`src/rtl/i2c_seq_pkg.sv`:
```
// Shared definitions for the I2C register read/write sequencers: state
// encoding, default timer period select and bus-status helpers.
package i2c_seq_pkg;

  localparam int unsigned STATE_W = 4;
  localparam logic [3:0]  TIMER_PARAM_DEFAULT = 4'h1;

  typedef enum logic [STATE_W-1:0] {
    S_IDLE          = 4'd0,
    S_VALIDATE_BUS  = 4'd1,
    S_VALIDATE_WAIT = 4'd2,
    S_ADDR_CMD      = 4'd3,
    S_ADDR_DATA     = 4'd4,
    S_READ_CMD      = 4'd5,
    S_READ_DATA     = 4'd6,
    S_CHECK_FREE    = 4'd7
  } seq_state_e;

  // Bus may be claimed: nobody is driving it and no transfer is in flight.
  function automatic logic bus_valid(input logic busy, input logic active);
    return ~busy & ~active;
  endfunction

  // Bus released after our own transfer.
  function automatic logic bus_free(input logic busy, input logic control);
    return ~busy & ~control;
  endfunction

  function automatic logic is_wait_state(input seq_state_e s);
    return s inside {S_VALIDATE_WAIT, S_ADDR_CMD, S_ADDR_DATA,
                     S_READ_CMD, S_READ_DATA, S_CHECK_FREE};
  endfunction

endpackage

```
`src/rtl/i2c_read_shift.sv`:
```
// Byte shift register with counter: assembles read bytes MSB-first.
module i2c_read_shift #(
  parameter int unsigned NUM_BYTES = 2
) (
  input  logic                   clk,
  input  logic                   reset_n,
  input  logic                   clear,
  input  logic                   load,
  input  logic [7:0]             byte_in,
  output logic [8*NUM_BYTES-1:0] word,
  output logic                   final_byte_c
);

  localparam int unsigned WORD_W = 8 * NUM_BYTES;
  localparam int unsigned CNT_W  = $clog2(NUM_BYTES + 1);

  logic [CNT_W-1:0] count;

  always_ff @(posedge clk or negedge reset_n) begin
    if (!reset_n) begin
      word  <= '0;
      count <= '0;
    end else if (clear) begin
      word  <= '0;
      count <= '0;
    end else if (load) begin
      word  <= WORD_W'({word, byte_in});
      count <= count + 1'b1;
    end
  end

  // High when the next load completes the word.
  assign final_byte_c = (count == CNT_W'(NUM_BYTES - 1));

endmodule

```
`src/rtl/i2c_read_reg.sv`:
```
// Register-read sequencer: address write, repeated-start read of NUM_BYTES.
// Timer handshake and timeouts exist only with I2C_READ_REG_TIMEOUT_EN.
module i2c_read_reg
  import i2c_seq_pkg::*;
#(
  parameter int unsigned NUM_BYTES   = 2,
  parameter logic [3:0]  TIMER_PARAM = TIMER_PARAM_DEFAULT
) (
  input  logic                   clk,
  input  logic                   reset_n,
  input  logic [6:0]             dev_address,
  input  logic [7:0]             reg_address,
  input  logic                   start,
  output logic                   done,
  output logic [8*NUM_BYTES-1:0] data_out,
  output logic                   message_failure,
  input  logic                   timer_exp,
  output logic                   timer_start,
  output logic                   timer_reset,
  output logic [3:0]             timer_param,
  input  logic                   i2c_cmd_ready,
  input  logic                   i2c_data_out_ready,
  input  logic [7:0]             i2c_data_in,
  input  logic                   i2c_data_in_valid,
  input  logic                   i2c_data_in_last,
  input  logic                   i2c_bus_busy,
  input  logic                   i2c_bus_control,
  input  logic                   i2c_bus_active,
  input  logic                   i2c_missed_ack,
  output logic [6:0]             i2c_dev_address,
  output logic [7:0]             i2c_data_out,
  output logic                   i2c_cmd_start,
  output logic                   i2c_cmd_read,
  output logic                   i2c_cmd_write,
  output logic                   i2c_cmd_stop,
  output logic                   i2c_cmd_valid,
  output logic                   i2c_data_out_valid,
  output logic                   i2c_data_out_last,
  output logic                   i2c_data_in_ready,
  output logic [3:0]             state_out
);

  localparam int unsigned WORD_W = 8 * NUM_BYTES;

  seq_state_e        state_q, state_d;
  logic              done_d, fail_d;
  logic              shift_clear, shift_load, final_byte_c;
  logic              timeout_c, bus_valid_c, bus_free_c;
  logic [WORD_W-1:0] shadow_word;
  logic [7:0]        reg_addr_q;

  assign bus_valid_c = bus_valid(i2c_bus_busy, i2c_bus_active);
  assign bus_free_c  = bus_free(i2c_bus_busy, i2c_bus_control);
  assign state_out   = state_q;

`ifdef I2C_READ_REG_TIMEOUT_EN
  logic arm_c;
  assign arm_c     = is_wait_state(state_d) && (state_d != state_q);
  // An expiry seen while re-arming belongs to the previous period.
  assign timeout_c = timer_exp & ~timer_start;

  always_ff @(posedge clk or negedge reset_n) begin
    if (!reset_n) begin
      timer_start <= 1'b0;
      timer_reset <= 1'b0;
      timer_param <= TIMER_PARAM;
    end else begin
      timer_start <= arm_c;
      timer_reset <= arm_c;
      timer_param <= TIMER_PARAM;
    end
  end
`else
  logic unused_timer_exp;
  assign unused_timer_exp = timer_exp;
  assign timeout_c        = 1'b0;
  assign timer_start      = 1'b0;
  assign timer_reset      = 1'b0;
  assign timer_param      = 4'h0;
`endif

  i2c_read_shift #(.NUM_BYTES(NUM_BYTES)) u_shift (
    .clk          (clk),
    .reset_n      (reset_n),
    .clear        (shift_clear),
    .load         (shift_load),
    .byte_in      (i2c_data_in),
    .word         (shadow_word),
    .final_byte_c (final_byte_c)
  );

  // Next-state and pulse decode.
  always_comb begin
    state_d     = state_q;
    done_d      = 1'b0;
    fail_d      = 1'b0;
    shift_clear = 1'b0;
    shift_load  = 1'b0;
    unique case (state_q)
      S_IDLE: begin
        if (start) begin
          state_d     = S_VALIDATE_BUS;
          shift_clear = 1'b1;
        end
      end
      S_VALIDATE_BUS: state_d = bus_valid_c ? S_ADDR_CMD : S_VALIDATE_WAIT;
      S_VALIDATE_WAIT: begin
        if (bus_valid_c)    state_d = S_ADDR_CMD;
        else if (timeout_c) begin state_d = S_IDLE; fail_d = 1'b1; end
      end
      S_ADDR_CMD: begin
        if (i2c_cmd_ready)  state_d = S_ADDR_DATA;
        else if (timeout_c) begin state_d = S_IDLE; fail_d = 1'b1; end
      end
      S_ADDR_DATA: begin
        if (i2c_data_out_ready) state_d = S_READ_CMD;
        else if (timeout_c)     begin state_d = S_IDLE; fail_d = 1'b1; end
      end
      S_READ_CMD: begin
        if (i2c_cmd_ready)  state_d = S_READ_DATA;
        else if (timeout_c) begin state_d = S_IDLE; fail_d = 1'b1; end
      end
      S_READ_DATA: begin
        if (i2c_data_in_valid) begin
          shift_load = 1'b1;
          if (final_byte_c)          state_d = S_CHECK_FREE;
          else if (i2c_data_in_last) begin state_d = S_IDLE; fail_d = 1'b1; end
        end else if (timeout_c) begin
          state_d = S_IDLE;
          fail_d  = 1'b1;
        end
      end
      S_CHECK_FREE: begin
        if (bus_free_c)     begin state_d = S_IDLE; done_d = 1'b1; end
        else if (timeout_c) begin state_d = S_IDLE; fail_d = 1'b1; end
      end
      default: state_d = S_IDLE;
    endcase
    // Missed ACK aborts from anywhere outside idle.
    if (state_q != S_IDLE && i2c_missed_ack) begin
      state_d    = S_IDLE;
      fail_d     = 1'b1;
      done_d     = 1'b0;
      shift_load = 1'b0;
    end
  end

  // State and registered bus outputs, decoded from the next state.
  always_ff @(posedge clk or negedge reset_n) begin
    if (!reset_n) begin
      state_q            <= S_IDLE;
      done               <= 1'b0;
      message_failure    <= 1'b0;
      data_out           <= '0;
      reg_addr_q         <= '0;
      i2c_dev_address    <= '0;
      i2c_data_out       <= '0;
      i2c_cmd_start      <= 1'b0;
      i2c_cmd_read       <= 1'b0;
      i2c_cmd_write      <= 1'b0;
      i2c_cmd_stop       <= 1'b0;
      i2c_cmd_valid      <= 1'b0;
      i2c_data_out_valid <= 1'b0;
      i2c_data_out_last  <= 1'b0;
      i2c_data_in_ready  <= 1'b0;
    end else begin
      state_q            <= state_d;
      done               <= done_d;
      message_failure    <= fail_d;
      if (done_d) data_out <= shadow_word;
      if (state_q == S_IDLE && start) begin
        i2c_dev_address <= dev_address;
        reg_addr_q      <= reg_address;
      end
      i2c_cmd_valid      <= (state_d == S_ADDR_CMD) || (state_d == S_READ_CMD);
      i2c_cmd_start      <= (state_d == S_ADDR_CMD) || (state_d == S_READ_CMD);
      i2c_cmd_write      <= (state_d == S_ADDR_CMD);
      i2c_cmd_read       <= (state_d == S_READ_CMD);
      i2c_cmd_stop       <= (state_d == S_READ_CMD);
      i2c_data_out_valid <= (state_d == S_ADDR_DATA);
      i2c_data_out_last  <= (state_d == S_ADDR_DATA);
      i2c_data_out       <= (state_d == S_ADDR_DATA) ? reg_addr_q : 8'h00;
      i2c_data_in_ready  <= (state_d == S_READ_DATA);
    end
  end

endmodule

```
`config.mk`:
```
export PLATFORM = sky130hd
export DESIGN_NAME = i2c_read_reg
export DESIGN_NICKNAME = d
export VERILOG_FILES = /design/src/rtl/i2c_seq_pkg.sv /design/src/rtl/i2c_read_shift.sv /design/src/rtl/i2c_read_reg.sv
export SDC_FILE = /design/constraint.sdc
export NUM_CORES = 1
export LEC_CHECK = 0
export ABC_AREA = 1
export BUFFER_PORTS_ARGS = -buffer_cell sky130_fd_sc_hd__buf_2
export CORE_UTILIZATION = 45
export DETAILED_ROUTE_END_ITERATION = 16
export PLACE_DENSITY = 0.72
export SYNTH_ARGS = -nofsm -noshare
export SYNTH_HDL_FRONTEND = slang
export SYNTH_SLANG_ARGS = --single-unit
```
`constraint.sdc`:
```
create_clock -name clk -period 2.9 [get_ports clk]
set_clock_uncertainty 0.2 [all_clocks]
set_input_delay 0.87 -clock clk [delete_from_list [all_inputs] [get_ports clk]]
set_output_delay 0.87 -clock clk [all_outputs]
set_load 0.02 [all_outputs]
```
==> results of run 1 <==
-- registers in the layout, indices dropped and copies added, names as in the netlist --
| signal | cells |
|---|---|
| u_shift.word | 16 |
| message_failure | 1 |
| done | 1 |
| i2c_dev_address | 7 |
| i2c_cmd_write | 1 |
| state_out | 4 |
| i2c_cmd_stop | 1 |
| reg_addr_q | 8 |
| u_shift.count | 2 |
| i2c_data_out_last | 1 |
| i2c_data_in_ready | 1 |
| i2c_data_out | 8 |
| data_out | 16 |
| i2c_cmd_valid | 1 |
-- power breakdown --
part	leakage [nW]	total, mW	internal, mW	switching (mW)
combinational	0.961	0.381	0.136	0.245
clock	0.116	0.846	0.507	0.339
sequential	0.865	1.13	1.08	0.0551
-- layout make-up --
class / instances / area (um2) / area share
Timing Repair Buffer: 81 / 425 / 0.120
Multi-Input combinational cell: 173 / 923 / 0.261
Tap cell: 75 / 93.8 / 0.0265
Inverter: 45 / 169 / 0.0477
Clock inverter: 6 / 87.6 / 0.0248
Clock buffer: 10 / 138 / 0.0389
Sequential cell: 68 / 1700 / 0.481
-- synthesized netlist by cell type --
cell      instances  area (um2)
nor2_8            1        20.0
inv_2             7        26.3
nand2_2           3        18.8
nand4_1           1        6.26
o31ai_1           1        7.51
nor2_4            3        33.8
ha_1              2        25.0
nand3b_1          1        7.51
conb_1            1        3.75
nand2_1          44         165
nor3_1            1        5.00
buf_2             5        25.0
mux2_2            7        78.8
nor2_2           11        68.8
a21oi_1           8        40.0
nand3_4           1        17.5
buf_1             1        3.75
nand3_2           3        30.0
inv_1            38         143
buf_4            11        82.6
o21ai_0          17        85.1
dfrtp_1          68        1700
o21ai_1          18        90.1
nand3_1          26         130
nor2_1           18        67.6
clkbuf_1          2        7.51
-- logic make-up (layout without fill, tap and decap cells) --
group | after synthesis | count (layout)
AND/OR/NAND/NOR | 113 | 113
flip-flops | 68 | 68
buffers and inverters | 64 | 142
AO/OA/AOI/OAI | 44 | 44
multiplexers | 7 | 7
adder cells (fa/ha/maj) | 2 | 2
other | 1 | 7
-- layer usage --
layer,track usage,vias to the layer above,part of all wire
li1,-,1079,-
met1,0.220,1014,0.44
met2,0.291,71,0.48
met3,0.0549,4,0.066
met4,0.0684,0,0.0073
met5,0,-,0
-- worst min path at each step --
stage | endpoint | slack [ps]
3_3_place_gp | data_out[2]$_DFFE_PN0P_ | 270
6_report | data_out[7]$_DFFE_PN0P_ | 280
5_1_grt | data_out[6]$_DFFE_PN0P_ | 320
4_1_cts | i2c_data_out[5]$_DFF_PN0_ | 290
2_1_floorplan | i2c_data_out[0]$_DFF_PN0_ | 270
3_5_place_dp | data_out[11]$_DFFE_PN0P_ | 270
-- metrics by stage --
stage	area, um2	hold slack [ps]
2_1_floorplan	2910	267
3_3_place_gp	3310	269
3_5_place_dp	3310	273
4_1_cts	3540	289
5_1_grt	3540	316
6_report	3540	282
==> reports/metrics.csv, run 1 <==
stage,metric,value,unit
run_status,outcome,completed,
worst_setup_path,CP cell instances,buf_2,
logic_synthesis,distinct cell type count after synthesis,26,
detailed_routing,final wirelength,5090,um
logic_synthesis,post-synthesis mux area share,0.0273,
worst_setup_path,Reg2Reg Capture Point,u_shift.word[4]$_DFFE_PN0P_,
clock_network,# Post-CTS Setup Buffers,0,
logic_synthesis,adder-cell share of the synthesized area,0.00866,
logic_synthesis,Post-Synth XOR/XNOR Area,0,
worst_setup_path,"Arr. time, crit path",1030,ps
timing,post-route setup slack,795,ps
worst_setup_path,Buf/Inv on CP,1,
logic_synthesis,Mapped Area,2890,um2
logic_synthesis,complex-gate fraction of the synthesized area,0.0771,
floorplan,Die ar.,6750,um2
logic_synthesis,synthesized flop and latch total,68,
clock_network,CTS root buffer,clkbuf_8,
finish,layout cells sized above 1,0.347,
timing,RSZ-0062 raised after global routing,false,
placement,Placer Congestion,0.875,
clock_network,Post-CTS Resized,0,
detailed_routing,routed length per instance,11.1,um
finish,n_diodes,0,
detailed_routing,Iter 0 DRT Violations,110,
run,max cap viols,0,
clock_network,CTS max path bufs,2,
floorplan,Die Width,82.1,um
global_routing,first-pass GRT wire length,8890,um
pwr,Leak,1.94,nW
logic_synthesis,simple-gate portion of the synthesized area,0.197,
finish,most frequent cells in the layout,"buf_2 (78), dfrtp_1 (68), nand2_1 (44)",
logic_synthesis,Ys Warns,0,
worst_setup_path,CP Max Fanout,5,
global_routing,grt ovf,0,
clock_network,TritonCTS Sinks,68,
timing,period utilisation layout,0.726,
detailed_routing,vias,2168,
floorplan,initial core utilization,0.477,
floorplan,Die Y,82.1,um
worst_hold_path,hold path start,data_out[7]$_DFFE_PN0P_,
pwr,maximum VDD drop,458,uV
worst_setup_path,Setup crit start,state_out[2]$_DFF_PN0_,
worst_hold_path,worst hold path type,reg -> reg,
worst_setup_path,Worst Setup End Kind,primary output,
timing,Fin. Hold Viols,0,
worst_setup_path,cell type of the slowest stage on the worst timing path,dfrtp_1,
pwr,Tot Pwr,2.36,mW
worst_setup_path,critical path launch point type,flip-flop,
detailed_routing,Final ANT Viol Nets,0,
floorplan,core box area,6060,um2
logic_synthesis,Mapped Cells,299,
global_routing,pin count of the biggest net entering global routing,69,
timing,setup TNS,0,ps
clock_network,CTS H-tree depth,3,
timing,FMAX,475,MHz
timing,max_slew headroom,0.637,
worst_setup_path,Worst R2R Start,state_out[1]$_DFF_PN0_,
timing,Final Max Tran Viols,0,
placement,Placed Cells,442,
placement,Buffers on Ports,78,
worst_setup_path,kind of critical path,reg -> out,
worst_setup_path,Levels on crit path,1,
detailed_routing,DRC Markers,0,
global_routing,initial antenna violation count,0,
logic_synthesis,register area share after synthesis,0.589,
worst_setup_path,Reg2Reg Depth,5,
timing,Worst-Margin Slew,543,ps
global_routing,vias in the first global route,1977,
clock_network,worst skew pair latency,330,ps
clock_network,CTS tree,yes,
finish,Final Non-Filler Cells,458,
placement,dpl ws,588,ps
detailed_routing,vias per inst,4.73,
clock_network,Num CTS Buffers,9,
worst_setup_path,Top delay family on crit path,flip-flops,
floorplan,Row Count,28,
timing,final setup fails,0,
pwr,PD cells,667,nW/um2
finish,final cell utilization of the core,0.584,
logic_synthesis,largest family of logic cells by synthesized area,simple AND/OR/NAND/NOR gates,
timing,Final Critical Period,2100,ps
worst_setup_path,"slowest stage delay, CP",490,ps
clock_network,hold_buf cts,0,
worst_hold_path,Hold Path Cell Cnt,2,
finish,fin nets,415,
finish,Area Overhead vs Synth,22.4,%
floorplan,number of primary I/O pins,86,
global_routing,all-layer global routing usage,0.178,
worst_setup_path,flop-to-flop setup slack,810,ps
logic_synthesis,syn avg cell area,9.67,um2
placement,Final HPWL DP,3480,um
detailed_routing,drt first pass iters,6,
finish,"most common cell after layout, fill and taps aside",buf_2,
worst_setup_path,Worst EP required,1830,ps
clock_network,clock-pin slew on the worst setup and hold paths,70,ps
worst_setup_path,Critical Path End,state_out[2],
finish,Filler cells,552,
Note: power is estimated with default switching activity, not from simulation.
==> run 2: changes to the inputs <==
clock period = 2.2 ns   (was 2.9 ns; I/O delays follow)
==> run 2 against run 1 <==
Cell area increased by 2.5%. Utilization rose by 1.5 points. Non-clock buffer count rose by 5. First-iteration DRC count decreased by 42%. Sequential share of layout area down 1.2 points. Total power up 38%. Largest power group unchanged. Highest routed layer unchanged.
==> reports/metrics.csv, run 2 (same netlist as run 1, synthesis figures left out) <==
stage,metric,value,unit
run_status,outcome,completed,
global_routing,pin count of the biggest net entering global routing,48,
worst_setup_path,"most used cell, CP",buf_12,
placement,Final HPWL DP,3810,um
timing,period utilisation layout,0.870,
floorplan,Die Y,82.1,um
floorplan,number of primary I/O pins,86,
detailed_routing,vias,2199,
clock_network,CTS H-tree depth,3,
timing,Final Critical Period,1910,ps
finish,post-route cell area,3630,um2
worst_setup_path,kind of critical path,reg -> reg,
clock_network,worst skew pair latency,320,ps
pwr,Leak,1.98,nW
worst_setup_path,Worst R2R Start,state_out[1]$_DFF_PN0_,
placement,placed cell area,3370,um2
detailed_routing,DRC Markers,0,
finish,"most common cell after layout, fill and taps aside",buf_2,
floorplan,Row Count,28,
timing,final setup fails,0,
finish,Filler cells,555,
global_routing,vias in the first global route,2113,
detailed_routing,Iter 0 DRT Violations,64,
clock_network,CTS root buffer,clkbuf_8,
pwr,maximum VDD drop,478,uV
worst_hold_path,hold path start,reg_addr_q[3]$_DFFE_PN0P_,
timing,setup TNS,0,ps
placement,Buffers on Ports,78,
global_routing,first-pass GRT wire length,9320,um
global_routing,grt ovf,0,
worst_setup_path,critical path launch point type,flip-flop,
clock_network,CTS tree,yes,
timing,FMAX,523,MHz
pwr,PD cells,896,nW/um2
finish,fin nets,420,
finish,most frequent cells in the layout,"buf_2 (78), dfrtp_1 (68), nand2_1 (44)",
worst_setup_path,Worst EP required,2240,ps
floorplan,initial core utilization,0.477,
worst_setup_path,"slowest stage delay, CP",460,ps
clock_network,TritonCTS Sinks,68,
clock_network,Num CTS Buffers,9,
finish,Area Overhead vs Synth,25.5,%
finish,Final Non-Filler Cells,463,
worst_setup_path,CP Max Fanout,36,
worst_setup_path,"Arr. time, crit path",1950,ps
placement,Placer Congestion,0.889,
global_routing,initial antenna violation count,0,
finish,FF+latch area,1700,um2
worst_setup_path,cell type of the slowest stage on the worst timing path,dfrtp_1,
detailed_routing,routed length per instance,11.6,um
worst_setup_path,CP cell instances,nor2_2 > nand3_2 > buf_12 > nand2_2 > buf_12 > nand3_1 > o21ai_0,
timing,RSZ-0062 raised after global routing,false,
clock_network,clock-pin slew on the worst setup and hold paths,70,ps
placement,Placed Cells,446,
detailed_routing,Final ANT Viol Nets,0,
detailed_routing,drt first pass iters,4,
worst_hold_path,worst hold path type,reg -> reg,
floorplan,Die Width,82.1,um
worst_setup_path,Setup crit start,state_out[1]$_DFF_PN0_,
finish,Top Registers,"data_out x16, u_shift.word x16",
floorplan,core box area,6060,um2
timing,Final Max Tran Viols,0,
detailed_routing,vias per inst,4.75,
worst_setup_path,flop-to-flop setup slack,290,ps
detailed_routing,final wirelength,5360,um
finish,n_diodes,0,
floorplan,Die ar.,6750,um2
clock_network,CTS max path bufs,2,
finish,Multi-input gate area,923,um2
global_routing,all-layer global routing usage,0.185,
finish,layout cells sized above 1,0.353,
timing,Fin. Hold Viols,0,
worst_setup_path,Worst Setup End Kind,flip-flop,
run,max cap viols,0,
[run 2: cell types whose count changed in the layout (fill, tap and decap cells not counted)]
cell,previous run,this run
buf_12,1,3
buf_4,2,4
bufinv_16,2,3
clkinv_2,2,1
clkinv_4,2,1
clkinvlp_4,0,1
dlygate4sd3_1,0,1
[run 2: final timing paths]
| kind | end | cells after the start |
|---|---|---|
| max in group asynchronous | data_out[13]$_DFFE_PN0P_ | 3 |
| max | u_shift.word[5]$_DFFE_PN0P_ | 7 |
| min reg2reg | i2c_data_out[3]$_DFF_PN0_ | 2 |
| min in group asynchronous | i2c_data_out[5]$_DFF_PN0_ | 2 |
| min | i2c_data_out[3]$_DFF_PN0_ | 2 |
| max reg2reg | u_shift.word[5]$_DFFE_PN0P_ | 7 |
[run 2: metal layers]
layer / track usage / wire, um / vias up
li1: - / - / 1095
met2: 0.307 / 2570 / 66
met5: 0 / 0 / -
met1: 0.232 / 2490 / 1032
met3: 0.0407 / 253 / 6
met4: 0.0807 / 42 / 0
[run 2: per-stage QoR]
stage / hold WS [ps] / total power, mW / worst slack (ps) / utilization
floorplan: 164 / 1.86 / 513 / -
global placement: 269 / 2.03 / 277 / 0.556
detailed placement: 273 / 2.05 / 239 / 0.556
CTS: 292 / 3.30 / 280 / 0.598
global route: 309 / 3.44 / 95.0 / 0.598
finish: 287 / 3.25 / 287 / 0.598
[run 2: power by group]
part	total, mW	internal, mW	switching, mW
Clock	1.23	0.784	0.450
Sequential	1.49	1.42	0.0737
Combinational	0.524	0.195	0.329
[run 2: cell type report]
type                       count  share of cell area
clock buffer                  10              0.0379
clock inverter                 6              0.0307
inverter                      45              0.0466
multi-input combinational    173               0.255
sequential                    68               0.469
tap                           75              0.0259
timing repair buffer          86               0.135
[run 2: what timing repair did]
item	CTS	global route
hold buffers	1	0
buffers inserted	0	0
hold endpoints to repair	6	0
gates resized for setup	0	0
[run 2: worst max-delay path, delay by kind of cell, from the launching register on]
kind	cells	cell delay (ps)
AOI/OAI and AO/OA	1	80
buffers and inverters	2	410
and+or+nand+nor	4	660
DFF	1	460
